File: src/rtl/stream_parity.sv
// stream_parity: frame-level parity generator/checker on a valid/ready stream.
// Words of WIDTH bits are XOR-folded into one running parity bit. A frame
// closes on in_last or when MAX_WORDS words have been taken. The result
// (parity, word count, truncation flag) is then held on the output port until
// the consumer takes it.
//
// state | meaning
// ------+-------------------------------------------------------------
// ACCUM | accepting beats, folding parity into acc_q, counting words
// HOLD  | result presented on out_*, input stalled until out_ready
module stream_parity #(
  parameter int WIDTH     = 4,
  parameter int MAX_WORDS = 16,
  parameter int CNT_W     = $clog2(MAX_WORDS + 1)
) (
  input  logic             clk,
  input  logic             reset_n,
  input  logic             odd_mode,
  input  logic             in_valid,
  output logic             in_ready,
  input  logic [WIDTH-1:0] in_data,
  input  logic             in_last,
  output logic             out_valid,
  input  logic             out_ready,
  output logic             out_parity,
  output logic [CNT_W-1:0] out_count,
  output logic             out_trunc
);

  typedef enum logic {
    ACCUM = 1'b0,
    HOLD  = 1'b1
  } state_e;

  localparam logic [CNT_W-1:0] MAX_CNT = CNT_W'(MAX_WORDS);

  state_e           state_q, state_d;
  logic             acc_q, acc_d;
  logic [CNT_W-1:0] count_q, count_d;
  logic             mode_q, mode_d;
  logic             out_valid_q, out_valid_d;
  logic             out_parity_q, out_parity_d;
  logic [CNT_W-1:0] out_count_q, out_count_d;
  logic             out_trunc_q, out_trunc_d;

  logic             beat;
  logic             first_beat;
  logic             mode_eff;
  logic             par_next;
  logic [CNT_W-1:0] count_inc;
  logic             close_frame;

  // Ready comes from registered state only, so no path from in_valid/out_ready.
  assign in_ready   = (state_q == ACCUM);
  assign out_valid  = out_valid_q;
  assign out_parity = out_parity_q;
  assign out_count  = out_count_q;
  assign out_trunc  = out_trunc_q;

  // Next-state and result logic; in_data/in_last are only looked at on an
  // accepted beat so X on an idle bus cannot leak into state.
  always_comb begin
    state_d      = state_q;
    acc_d        = acc_q;
    count_d      = count_q;
    mode_d       = mode_q;
    out_valid_d  = out_valid_q;
    out_parity_d = out_parity_q;
    out_count_d  = out_count_q;
    out_trunc_d  = out_trunc_q;
    beat         = 1'b0;
    first_beat   = 1'b0;
    mode_eff     = mode_q;
    par_next     = acc_q;
    count_inc    = count_q;
    close_frame  = 1'b0;

    case (state_q)
      ACCUM: begin
        beat = in_valid;
        if (beat) begin
          first_beat  = (count_q == '0);
          mode_eff    = first_beat ? odd_mode : mode_q;
          par_next    = acc_q ^ (^in_data);
          count_inc   = count_q + 1'b1;
          close_frame = in_last | (count_inc == MAX_CNT);
          if (first_beat) begin
            mode_d = odd_mode;
          end
          if (close_frame) begin
            out_parity_d = par_next ^ mode_eff;
            out_count_d  = count_inc;
            out_trunc_d  = ~in_last;
            out_valid_d  = 1'b1;
            state_d      = HOLD;
            acc_d        = 1'b0;
            count_d      = '0;
          end else begin
            acc_d   = par_next;
            count_d = count_inc;
          end
        end
      end
      HOLD: begin
        if (out_ready) begin
          out_valid_d = 1'b0;
          state_d     = ACCUM;
        end
      end
      default: state_d = ACCUM;
    endcase
  end

  // State and output registers with synchronous active-low reset.
  always_ff @(posedge clk) begin
    if (!reset_n) begin
      state_q      <= ACCUM;
      acc_q        <= 1'b0;
      count_q      <= '0;
      mode_q       <= 1'b0;
      out_valid_q  <= 1'b0;
      out_parity_q <= 1'b0;
      out_count_q  <= '0;
      out_trunc_q  <= 1'b0;
    end else begin
      state_q      <= state_d;
      acc_q        <= acc_d;
      count_q      <= count_d;
      mode_q       <= mode_d;
      out_valid_q  <= out_valid_d;
      out_parity_q <= out_parity_d;
      out_count_q  <= out_count_d;
      out_trunc_q  <= out_trunc_d;
    end
  end

endmodule

File: config.mk
export PLATFORM = sky130hd
export DESIGN_NAME = stream_parity
export DESIGN_NICKNAME = d
export VERILOG_FILES = /design/src/rtl/stream_parity.sv
export SDC_FILE = /design/constraint.sdc
export NUM_CORES = 1
export LEC_CHECK = 0
export BUFFER_PORTS_ARGS = -buffer_cell sky130_fd_sc_hd__buf_2
export CAP_MARGIN = 10
export CORE_ASPECT_RATIO = 0.9
export CORE_MARGIN = 2
export CORE_UTILIZATION = 30
export CTS_CLUSTER_DIAMETER = 150
export CTS_CLUSTER_SIZE = 14
export DETAILED_ROUTE_END_ITERATION = 12
export GPL_ROUTABILITY_DRIVEN = 0
export GPL_TIMING_DRIVEN = 0
export PLACE_DENSITY = 0.6
export SYNTH_ARGS = -nofsm -noshare
export SYNTH_HDL_FRONTEND = slang
export SYNTH_SLANG_ARGS = --single-unit
File: constraint.sdc
create_clock -name clk -period 2.13 [get_ports clk]
set_input_delay 0.1065 -clock clk [delete_from_list [all_inputs] [get_ports clk]]
set_output_delay 0.1065 -clock clk [all_outputs]
set_load 0.02 [all_outputs]
# Yosys cells after proc, flatten, opt, wreduce, memory -nomap -nowiden
# Index checks and enable logic that the tools add are counted.
[op_classes] n_addsub=1 eq_ne=4 muxes=11 bitwise=5 n_reduce_logical=5
[ops] operator="1-bit 2-to-1 mux" count=8
[ops] operator="3-bit AND reduction" count=2
[ops] operator="5-bit by 1-bit adder with 5-bit output (second input constant)" count=1
[ops] operator="5-bit == test (second input constant)" count=1
[ops] operator="5-bit logical NOT" count=1
[ops] operator="5-bit 2-to-1 mux" count=1
[ops] operator="2-bit != test (second input constant)" count=2
[ops] operator="1-bit case mux with 2 select lines" count=2
[ops] operator="4-bit parity" count=1
[ops] operator="2-bit by 1-bit != test with 1-bit output (second input constant)" count=1
[ops] operator="1-bit inverter" count=2
[ops] operator="2-bit AND reduction" count=1
[ops] operator="1-bit bitwise XOR" count=2
[ops] operator="1-bit bitwise OR" count=1
[word_totals] regBits=16 input_bits=10 out_inout_bits=9 wordCells=34

# Longest topological paths before layout
[depth] ltp_word=6 ltp_mapped=7 ltp_nobuf=7

# Least setup slack after synthesis
# No wires, ideal clock.
[synth_timing] path_type="register -> register" startpoint="register count_q[0]" endpoint="register out_count_q[0], in the netlist out_count[0]" setup_ns=0.116 t_arrival_ns=1.549 t_required_ns=2.014 path_slack_ns=0.464 path_stages_with_launch=8 path_buffers=1 synth_period_minus_slack_ns=1.666 cell_sequence="dfxtp_1 ha_1 nor3b_1 a31oi_1 o31ai_4 buf_6 nand2_1 o211a_1"
[synth_via] elab_chain_cells=4
[synth_rtl] element="from (decl)" line="39" source="logic [CNT_W-1:0] count_q, count_d;"
[synth_rtl] element="from (signal assigned)" line="128" source="count_q <= count_d;"
[synth_rtl] element="5-bit by 1-bit adder with 5-bit output (*)" line="85" source="count_inc = count_q + 1'b1;"
[synth_rtl] element="5-bit == test" line="86" source="close_frame = in_last | (count_inc == MAX_CNT);"
[synth_rtl] element="1-bit bitwise OR" line="86"
[synth_rtl] element="3-bit AND reduction (no line)"
[synth_rtl] element="to (signal assigned)" line="132" source="out_count_q <= out_count_d;"
[synth_rtl] element="to (decl)" line="43" source="logic [CNT_W-1:0] out_count_q, out_count_d;"
# Every way passes the cells marked *; elsewhere a longest branch is shown, timed or not.
# A chain may end at the register's enable or synchronous reset.

# Worst setup path in the final report
# Same ends and word-level chain as after synthesis.

==> impl_metrics.env <==
export IMPL_outcome="complete, no violations"
export IMPL_power_switching_uw=171
export IMPL_cts_tree="yes"
export IMPL_cts_root_buffer="clkbuf_4"
export IMPL_clk_latency_ns=0.29
export IMPL_yosys_area_top_type="dfxtp_1"
export IMPL_hold_path_class="primary input to flop"
export IMPL_syn_area_per_cell_um2=9.59
export IMPL_viasPerCell=4.70
export IMPL_core_area_um2=2490
export IMPL_fp_row_count=17
export IMPL_maxCapViolCount=0
export IMPL_die_width_um=58.3
export IMPL_grt_overflow=0
export IMPL_grt_pass1_wl_mm=2.46
export IMPL_wl_mm=1.49
export IMPL_finClkSkew_ns=0.00102
export IMPL_syn_area_um2=796
export IMPL_postRouteAntennaNets=0
export IMPL_path_buf_inv=1
export IMPL_portBuffers=18
export IMPL_ir_drop_uv=340
export IMPL_ys_types=25
export IMPL_grt_start_max_net_pins=11
export IMPL_period_share_pct=90.0
export IMPL_slew_violations=0
export IMPL_ios=19
export IMPL_fin_tns_setup_ns=0
export IMPL_power_share_combinational_pct=18.2
export IMPL_drt_pass1_iter_count=4
export IMPL_syn_inst=83
export IMPL_yosys_register_bits=16
export IMPL_final_util_pct=38.5
export IMPL_synth_warnings=0
export IMPL_power_density_nw_per_um2=677
export IMPL_postCtsSetupBuffers=0
export IMPL_slew_headroom_pct=67.8
export IMPL_syn_nets=96
export IMPL_cts_buffers=3
export IMPL_crit_chain="ha_1, nor3b_1, a31oi_1, o31ai_4, buf_6, nand2_1, o211a_1"
export IMPL_p_int_uw=477
export IMPL_finalSetupViolations=0
export IMPL_slowest_delay_ns=0.40
export IMPL_switching_share_pct=26.3
export IMPL_h_tree_depth=1
export IMPL_clock_path_buffers=2
export IMPL_rsz0062_at_grt="false"
export IMPL_p_seq_share_pct=50.8
export IMPL_drtIter0Drc=17
export IMPL_track_usage_pct=10.7
export IMPL_clk_pin_slew_ns=0.09
export IMPL_antenna_cells=0
export IMPL_p_clk_share_pct=31.1
export IMPL_area_growth_pct=20.3
export IMPL_crit_required_ns=2.32
export IMPL_hold_violations=0
export IMPL_ys_top_cells_by_area="dfxtp_1 40%, xor2_1 6.6%, o211a_1 6.3%"
export IMPL_ctsResizeCount=0
export IMPL_cts_hold_buf=0
export IMPL_criticalPathCategory="flop to flop"
export IMPL_cp_start_kind="flop"
export IMPL_cts_sinks=16
export IMPL_layout_drive_gt1_share_pct=24.8
export IMPL_p_leak_uw=0.000470
export IMPL_place_hpwl_mm=1.13
export IMPL_timing_fmax_mhz=521
export IMPL_layout_nets=119
export IMPL_via_count=625
export IMPL_cp_arrival_ns=2.11
export IMPL_yosysSeqAreaShare_pct=40.3
export IMPL_cp_slowest_cell="dfxtp_1"
export IMPL_dieArea_um2=3080
export IMPL_start_util_pct=32.0
export IMPL_drc=0
export IMPL_yosys_area_top_type_share_pct=40.3
export IMPL_grt_pass1_vias=583
export IMPL_antenna_found_initial=0
export IMPL_fin_crit_ns=1.92
export IMPL_cp_top_family="compound AO/OA/AOI/OAI gates"
export IMPL_cp_max_fo=10
export IMPL_worst_slew_pin_slew_ns=0.483
export IMPL_fp_dieH_um=52.9
export IMPL_crit_path_end_kind="flop"
export IMPL_wl_per_cell_um=11.2
## cell type report
class,count,area [µm²]
buffer,5,28.8
tap,28,35.0
clock buffer,4,36.3
fill,265,1530
multi-input combinational,59,435
sequential,16,320
timing repair buffer,18,90.1
inverter,3,11.3
## sequential cells by signal, indices dropped and copies added, names as in the netlist
name	count
mode_q	1
out_parity	1
state_q	1
out_count	5
out_trunc	1
count_q	5
acc_q	1
out_valid	1
## kinds of logic after synthesis
| family | share of synthesized area, % |
|---|---|
| compound gates | 12.6 |
| fa+ha+maj | 4.72 |
| buf+inv | 5.03 |
| simple gates | 17.5 |
| flops | 40.3 |
| mux | 5.03 |
| xor+xnor | 14.9 |
## through the flow
step           cell area, µm²  std cells  setup WS (ns)  total power, µW  hold slack, ns
2_1_floorplan             796         83          0.464              421           0.255
3_3_place_gp              921        129          0.266              451           0.391
3_5_place_dp              921        129          0.227              455           0.411
4_1_cts                   957        133          0.197              665          0.0803
5_1_grt                   957        133          0.106              697          0.0892
6_report                  957        133          0.212              648          0.0922
## power groups by stage
stage	clock network, µW	registers (µW)	logic, µW
global route	235	332	130
global placement	0	335	116
floorplan	0	345	75.8
detailed placement	0	336	119
CTS	215	329	120
finish	201	329	118
## cell usage after synthesis (all sizes together)
library cell   n
o21ai          1
xnor3          1
inv            3
o21a           1
nor2b          4
clkbuf         1
nand2          9
o211a          5
o31ai          1
nand2b         1
a21oi          2
a31oi          1
nand3          3
mux2i          4
nor3b          1
nor4b          1
buf            4
dfxtp         16
ha             3
nor2           8
xnor2          5
xor2           6
nand4          2
## final timing paths
check        slack (ns)        from            to  cells after the start
max                0.21  count_q[0]  out_count[0]                      7
min                0.09     reset_n    out_parity                      3
max reg2reg        0.21  count_q[0]  out_count[0]                      7
min reg2reg        0.48  out_parity    out_parity                      2
## routing by layer
layer	track usage (%)	vias to the layer above	wire, µm
met1	12.9	284	715
met3	5.62	0	128
met4	2.33	0	0
met2	16.9	21	643
met5	0	-	0
li1	-	320	-
## worst register-to-register path: stages, from the launching register on
cell	delay, ns
dfxtp_1	0.40
ha_1	0.32
nor3b_1	0.22
a31oi_1	0.09
o31ai_4	0.39
buf_6	0.20
nand2_1	0.07
o211a_1	0.13
## cell usage in the layout, fill, tap and decap left out
cell type and n:
xnor2_1 5, a21oi_1 2, o21a_1 1, nand4_1 2, mux2i_1 4, nor2b_1 4
buf_2 20, o211a_1 5, nor4b_1 1, xnor3_1 1, nor3b_1 1, dfxtp_1 16
clkbuf_1 1, nor2_1 8, clkbuf_4 3, ha_1 3, o31ai_4 1, o21ai_0 1
nand2b_1 1, clkbuf_8 1, xor2_1 6, nand3_1 3, inv_1 3, buf_6 1
buf_1 1, a31oi_1 1, nand2_1 9
No activity file was read; power rests on OpenSTA's default activity.
